--- src/rtl/sad_unit_pkg.sv ---
// Shared defaults and FSM encoding for the SAD engine and its memories.
package sad_unit_pkg;

    localparam int unsigned DEF_D_WIDTH = 8;
    localparam int unsigned DEF_A_WIDTH = 8;
    localparam int unsigned DEF_N_ELEM  = 256;
    localparam int unsigned SUM_WIDTH   = 32;

    typedef enum logic [2:0] {
        StIdle = 3'd0,
        StInit = 3'd1,
        StRead = 3'd2,
        StAcc  = 3'd3,
        StDone = 3'd4
    } state_e;

endpackage

--- src/rtl/sad_unit.sv ---
// Sum-of-absolute-differences controller: walks both memories one element per two cycles.
module sad_unit import sad_unit_pkg::*; #(
    parameter int unsigned D_WIDTH = DEF_D_WIDTH,
    parameter int unsigned A_WIDTH = DEF_A_WIDTH,
    parameter int unsigned N_ELEM  = DEF_N_ELEM
) (
    input  logic               Go,
    output logic [A_WIDTH-1:0] A_Addr,
    input  logic [D_WIDTH-1:0] A_Data,
    output logic [A_WIDTH-1:0] B_Addr,
    input  logic [D_WIDTH-1:0] B_Data,
    output logic               RW,
    output logic               En,
    output logic               Done,
    output logic [31:0]        SAD_Out,
    input  logic               Clk,
    input  logic               Rst
);

    localparam logic [A_WIDTH:0] LAST_IDX = (A_WIDTH + 1)'(N_ELEM - 1);

    state_e             r_state, w_state_next;
    logic [A_WIDTH:0]   r_i, w_i_next;
    logic [31:0]        r_sum, w_sum_next;
    logic [31:0]        r_sad_out, w_sad_out_next;
    logic [D_WIDTH-1:0] w_diff;
    logic [31:0]        w_abs;

    assign w_diff = (A_Data >= B_Data) ? (A_Data - B_Data) : (B_Data - A_Data);
    assign w_abs  = 32'(w_diff);

    always_ff @(posedge Clk or posedge Rst) begin
        if (Rst) begin
            r_state   <= StIdle;
            r_i       <= '0;
            r_sum     <= '0;
            r_sad_out <= '0;
        end else begin
            r_state   <= w_state_next;
            r_i       <= w_i_next;
            r_sum     <= w_sum_next;
            r_sad_out <= w_sad_out_next;
        end
    end

    always_comb begin
        w_state_next   = r_state;
        w_i_next       = r_i;
        w_sum_next     = r_sum;
        w_sad_out_next = r_sad_out;
        case (r_state)
            StIdle: begin
                if (Go) w_state_next = StInit;
            end
            StInit: begin
                w_sum_next   = '0;
                w_i_next     = '0;
                w_state_next = StRead;
            end
            StRead: begin
                w_state_next = StAcc;
            end
            // Read data for element r_i is valid here, one cycle after the address was captured.
            StAcc: begin
                w_sum_next = r_sum + w_abs;
                w_i_next   = r_i + 1'b1;
                if (r_i == LAST_IDX) begin
                    w_sad_out_next = r_sum + w_abs;
                    w_state_next   = StDone;
                end else begin
                    w_state_next = StRead;
                end
            end
            StDone: begin
                if (Go) w_state_next = StInit;
            end
            default: begin
                w_state_next = StIdle;
            end
        endcase
    end

    assign A_Addr  = r_i[A_WIDTH-1:0];
    assign B_Addr  = r_i[A_WIDTH-1:0];
    assign RW      = 1'b0;
    assign En      = (r_state == StRead);
    assign Done    = (r_state == StDone);
    assign SAD_Out = r_sad_out;

endmodule

--- config.mk ---
export PLATFORM = sky130hd
export DESIGN_NAME = sad_unit
export DESIGN_NICKNAME = d
export VERILOG_FILES = /design/src/rtl/sad_unit_pkg.sv /design/src/rtl/sad_unit.sv
export SDC_FILE = /design/constraint.sdc
export NUM_CORES = 1
export LEC_CHECK = 0
export CAP_MARGIN = 20
export CORE_MARGIN = 3
export CORE_UTILIZATION = 45
export CTS_BUF_LIST = sky130_fd_sc_hd__clkbuf_2
export DETAILED_ROUTE_END_ITERATION = 8
export GPL_ROUTABILITY_DRIVEN = 0
export PLACE_DENSITY = 0.71
export RECOVER_POWER = 50
export SLEW_MARGIN = 20
export SYNTH_ARGS = -nofsm -noshare
export SYNTH_HDL_FRONTEND = slang
export SYNTH_SLANG_ARGS = --single-unit
--- constraint.sdc ---
create_clock -name Clk -period 2.37 [get_ports Clk]
set_clock_uncertainty 0.2 [all_clocks]
set_input_delay 0.237 -clock Clk [delete_from_list [all_inputs] [get_ports Clk]]
set_output_delay 0.237 -clock Clk [all_outputs]
set_load 0.01 [all_outputs]
==> flow_summary.toml, run 1 <==
[timing]
setup_tns_ns = -48.66
max_freq_mhz = 293
rsz0062_at_grt = "true"
period_needed_ns = 3.41
setup_slack_ns = -1.04
worst_pin_slew_ns = 1.04
finalCritPeriodShare = 1.44
relSlewSlack = 0.300
hold_viol_final = 0
setup_viol = 60
drv_slew = 0

[yosys]
synth_flop_cell = "dfrtp_1"
yosysWarnings = 0
ys_types = 53
synth_compound_gate_area_share = 0.188
async_reset_ff_frac = 1.00
synth_edf_count = 0
synth-simple-area-share = 0.163
yosys.area_share.xor_xnor = 0.0601
synth_fa_ha_area_frac = 0.0775
netlist.area_leader.share = 0.396
synthTopCellsByArea = "dfrtp_1 (40%), o21ai_0 (6.7%), ha_1 (6.5%)"
ys_seq_area_frac = 0.396
yosys-mux-area-fraction = 0.0403
avgSynthCellArea_sq_um = 8.81
syn_nets = 593
syn-cell-area_sq_um = 4810
synth_top_cell_by_area = "dfrtp_1"
synth_top_family_by_area = "compound AO/OA/AOI/OAI gates"
synth_seq_cells = 76
netlist_instances = 546

[global_routing]
grt_use_total = 0.224
grt_pass1_vias = 4433
antenna_found_initial = 1
grt-ovfl-total = 0
grt_max_degree = 57
grt_pass1_wl_mm = 21.0

[floorplan]
die_area_sq_um = 12000
core_area_sq_um = 10400
placementRows = 37
pin_count = 70
start_util = 0.464
die_w_microns = 109
die_h_microns = 109

[finish]
utilization = 0.673
multi_input_area_sq_um = 3180
area_delta_synth_final_pct = 45.1
final-seq-area_sq_um = 1900
fin_cells = 830
final_cell_mix = "buf_4 (85), nand2_1 (77), dfrtp_1 (76)"
fillers = 808
final_common_cell = "buf_4"
nNetsFinal = 735
drive_above_1_share = 0.336

[cts]
cts_root_buf = "clkbuf_2"
cts_tree = "yes"
cts_buffer_depth = 2
htreeDepth = 3
cts.reportedPaths.clkPinSlew_ns = 0.19
insertion_delay_ns = 0.55
clock-sinks = 76
cts_buffers = 9

[pwr]
leakage_nw = 3.12
p_per_area_nw_per_um2 = 1000
max-vdd-ir-drop_mv = 0.503

[routing]
vias = 4534
initialDrtViolationCount = 178
via_per_inst = 5.46
drc_errors = 0
postRouteAntennaNets = 0
firstDrtPassIters = 5
wire_per_inst_microns = 16.3
wl_mm = 13.5

[flow_run]
drv_cap = 0

[setup_path]
r2r-end = "r_sum[18]$_DFFE_PP0P_"
cpPeakStageDelay_ns = 0.37
start_kind = "input pin"
crit_chain = "buf_12 > inv_12 > ha_4 > inv_2 > fa_2 > nand3_4 > a31oi_4 > nor2b_4 > buf_6 > mux2i_1 > o221ai_1 > xor2_1 > ha_1 > o211a_1 > o311ai_4 > buf_6 > a311oi_4 > buf_4 > a31oi_1 > o21ai_1 > o31ai_1"
slowest_stage = "fa_2"
cp.arrival_ns = 3.65
path_max_fanout = 5
reg2regPathDepth = 10
rr_startpoint = "r_sum[0]$_DFFE_PP0P_"
path_buf_inv = 6
cp_top_family = "compound AO/OA/AOI/OAI gates"
worstSetupPathType = "input pin to register"
r2r_setup_slack_ns = -0.32
critPathRequiredTime_ns = 2.61
worst_setup_path_end_kind = "register"
critPathMostFrequentCell = "buf_6"

[min_path]
min_path_type = "input pin to register"
hold_end = "r_state[0]$_DFFE_PP0P_"
holdPathStages = 3
hp-start = "Go"

[status]
violations = "negative setup slack"
status = "finished with violations"

[placement]
place_inst = 783
io_buffers = 68
dp_hpwl_mm = 8.51
-- where the power goes --
part / switching [mW] / internal (mW) / total [mW]
Combinational: 2.27 / 2.33 / 4.60
Clock: 0.461 / 0.150 / 0.611
Sequential: 0.268 / 1.51 / 1.77
Total: 3.00 / 3.99 / 6.99
-- through the flow --
step / hold WS, ns / setup WS, ns / power, mW / area, sq um
after floorplan: 0.144 / -1.25 / 3.84 / 4940
after global placement: 0.260 / -1.96 / 4.90 / 6160
after global routing: 0.0712 / -1.15 / 7.38 / 6980
final: 0.0682 / -1.04 / 6.99 / 6980
after CTS: 0.0424 / -0.933 / 6.07 / 6620
after detailed placement: 0.272 / -2.07 / 5.02 / 6160
-- metal layers --
layer,vias to the layer above,track usage,part of all wire
li1,2168,-,-
met1,2186,0.276,0.41
met2,145,0.388,0.52
met3,35,0.0252,0.045
met4,0,0.110,0.027
met5,-,0,0
-- synth_stat cells, types with 2 or more instances --
cell	instances
o21ai_0	64
nand2_1	80
nand4_1	9
a211oi_1	2
or3_1	8
nor2b_1	5
o21a_1	8
mux2i_1	16
buf_2	3
nand2b_1	3
nor3_1	9
xor2_1	15
mux2_2	3
a21o_1	3
clkbuf_1	22
buf_4	17
nand3_1	18
a31oi_1	10
o31ai_1	12
and2_1	3
nor2_1	20
o2111ai_1	3
o211ai_1	3
a2111oi_2	2
inv_1	35
o22ai_1	2
fa_1	3
ha_1	25
a21oi_1	21
xnor2_1	18
and3_1	7
dfrtp_1	76
-- kinds of logic after synthesis --
| family | Yosys count |
|---|---|
| xor+xnor | 33 |
| compound gates | 142 |
| fa+ha+maj | 28 |
| buf+inv | 78 |
| mux | 19 |
| other cells | 1 |
| flops | 76 |
| simple gates | 169 |
-- state kept, by name, indices dropped and copies added (netlist names) --
register	count
r_state	3
SAD_Out	32
r_i	9
r_sum	32
-- layout make-up --
type | count | area share
flip-flops and latches | 76 | 0.272
inverters | 35 | 0.0208
repair buffers | 174 | 0.216
multi-input cells | 392 | 0.455
well taps | 136 | 0.0244
clock buffers | 13 | 0.00932
clock inverters | 3 | 0.00197
diodes | 1 | 0.000359
-- what timing repair did --
item | 4_1_cts | 5_1_grt
setup buffers | 13 | 19
pin swaps | 41 | 48
setup endpoints to repair | 62 | 63
hold buffers | 1 | 0
resized for setup | 95 | 98
endpoints found under the hold margin | 21 | 0
-- worst register-to-register path: stages (launching register included) --
cell and delay, ns:
dfrtp_1 0.42, ha_1 0.18, inv_1 0.06, fa_2 0.43, nor2b_4 0.14, o21a_1 0.18
o21ai_1 0.08, buf_4 0.18, a2111oi_4 0.38, mux2i_1 0.25, o21ai_0 0.10
-- worst max-delay path by stage --
stage	endpoint	start	cells past startpoint
2_1_floorplan	r_sum[27]$_DFFE_PP0P_	A_Data[0]	18
3_3_place_gp	SAD_Out[27]$_DFFE_PP0P_	A_Data[0]	20
3_5_place_dp	SAD_Out[27]$_DFFE_PP0P_	A_Data[0]	20
4_1_cts	r_sum[31]$_DFFE_PP0P_	A_Data[0]	20
5_1_grt	r_sum[31]$_DFFE_PP0P_	A_Data[0]	21
6_report	r_sum[25]$_DFFE_PP0P_	A_Data[0]	21
(Power assumes the default switching activity.)
==> run 2: changes to the inputs <==
CORE_MARGIN = 5   (was 3)
==> flow_summary.toml, run 2 (synthesized netlist as in run 1, its figures left out) <==
[pwr]
p_per_area_nw_per_um2 = 967
leakage_nw = 3.08
max-vdd-ir-drop_mv = 0.479
power.total_mw = 6.70

[placement]
place_ws_ns = -2.10
dp_hpwl_mm = 8.33
dpl_cell_area_sq_um = 6090
io_buffers = 68

[setup_path]
cp.arrival_ns = 3.77
critPathRequiredTime_ns = 2.65
path_max_fanout = 8
start_kind = "input pin"
worst_setup_path_end_kind = "register"
worstSetupPathType = "input pin to register"

[global_routing]
grt_use_total = 0.195
grt-ovfl-total = 0
antenna_found_initial = 1
grt_pass1_wl_mm = 20.7
grt_max_degree = 77
grt_pass1_vias = 4438

[cts]
cts_buffer_depth = 2
cts_buffers = 9
cts.reportedPaths.clkPinSlew_ns = 0.21
insertion_delay_ns = 0.54
htreeDepth = 3
cts_root_buf = "clkbuf_2"
clock-sinks = 76
cts_tree = "yes"

[floorplan]
die_area_sq_um = 12900
die_w_microns = 113
start_util = 0.464
die_h_microns = 113
pin_count = 70
core_area_sq_um = 10400
placementRows = 37

[routing]
firstDrtPassIters = 5
wire_per_inst_microns = 15.7
via_per_inst = 5.50
drc_errors = 0
vias = 4535
wl_mm = 12.9
initialDrtViolationCount = 310
postRouteAntennaNets = 0

[finish]
drive_above_1_share = 0.320
design_area_sq_um = 6930
final_cell_mix = "buf_4 (82), nand2_1 (77), dfrtp_1 (76)"
nNetsFinal = 731
area_delta_synth_final_pct = 44.1
final_common_cell = "buf_4"

[timing]
worst_pin_slew_ns = 1.04
period_needed_ns = 3.50
setup_slack_ns = -1.13
rsz0062_at_grt = "true"
drv_slew = 0
hold_viol_final = 0
finalCritPeriodShare = 1.47
setup_viol = 62
max_freq_mhz = 286
relSlewSlack = 0.308

[flow_run]
drv_cap = 0

[status]
violations = "negative setup slack"
status = "finished with violations"

[min_path]
min_path_type = "input pin to register"
-- run 2: per-stage QoR --
stage / utilization / hold slack (ns) / std cells / TNS [ns]
5_1_grt: 0.668 / 0.0261 / 824 / -58.12
2_1_floorplan: - / 0.144 / 546 / -58.01
4_1_cts: 0.644 / 0.0525 / 809 / -45.54
6_report: 0.668 / 0.0637 / 824 / -52.09
3_5_place_dp: 0.587 / 0.272 / 776 / -111.61
3_3_place_gp: 0.587 / 0.261 / 776 / -104.44
-- run 2: what timing repair did --
action / 4_1_cts / 5_1_grt
hold endpoints to repair: 76 / 0
pin swaps: 47 / 37
setup endpoints to repair: 64 / 64
setup buffers: 18 / 15
hold buffers: 1 / 0
gates cloned: 0 / 0
gates resized for setup: 136 / 46
-- run 2: area by class of cell --
| class | count | area [sq um] |
|---|---|---|
| antenna | 1 | 2.50 |
| clock buffer | 10 | 50.0 |
| clock inverter | 4 | 42.5 |
| fill | 814 | 3440 |
| inverter | 35 | 148 |
| multi-input combinational | 392 | 3100 |
| sequential | 76 | 1900 |
| tap | 136 | 170 |
| timing repair buffer | 170 | 1510 |
-- run 2: where the power goes --
part           switching, mW  total [mW]  internal (mW)  leakage, nW
Sequential             0.258        1.76           1.51        0.786
Combinational           2.09        4.26           2.16         2.24
Clock                  0.449       0.678          0.229       0.0627
-- run 2: layer usage --
metal	part of all wire	GRT usage	up-vias
li1	-	-	2167
met1	0.41	0.241	2211
met2	0.52	0.345	130
met3	0.046	0.0249	27
met4	0.024	0.0777	0
met5	0	0	-
-- run 2: path summary, 6_finish.rpt --
kind | start | endpoint | slack [ns] | depth (start not counted)
max | A_Data[0] | r_sum[26]$_DFFE_PP0P_ | -1.13 | 21
min | Go | r_state[0]$_DFFE_PP0P_ | 0.06 | 3
max reg2reg | r_sum[0]$_DFFE_PP0P_ | r_sum[16]$_DFFE_PP0P_ | -0.25 | 11
min reg2reg | SAD_Out[18]$_DFFE_PP0P_ | SAD_Out[18]$_DFFE_PP0P_ | 0.30 | 2
max in group asynchronous | Rst | r_i[5]$_DFFE_PP0P_ | 0.42 | 4
min in group asynchronous | Rst | r_sum[31]$_DFFE_PP0P_ | 0.88 | 4
-- run 2: critical path, cell delays in order --
cell and delay (ns):
buf_12 0.11, inv_12 0.04, ha_4 0.11, inv_2 0.04, fa_2 0.38, nand3_4 0.09
a31oi_4 0.10, nor2b_4 0.18, buf_6 0.14, mux2i_2 0.23, o221ai_2 0.12, xor2_1 0.16
ha_1 0.33, o211a_1 0.23, o311ai_4 0.12, buf_4 0.18, nor2_4 0.23, buf_4 0.18
o2111ai_4 0.12, or3_1 0.34, o21ai_0 0.08
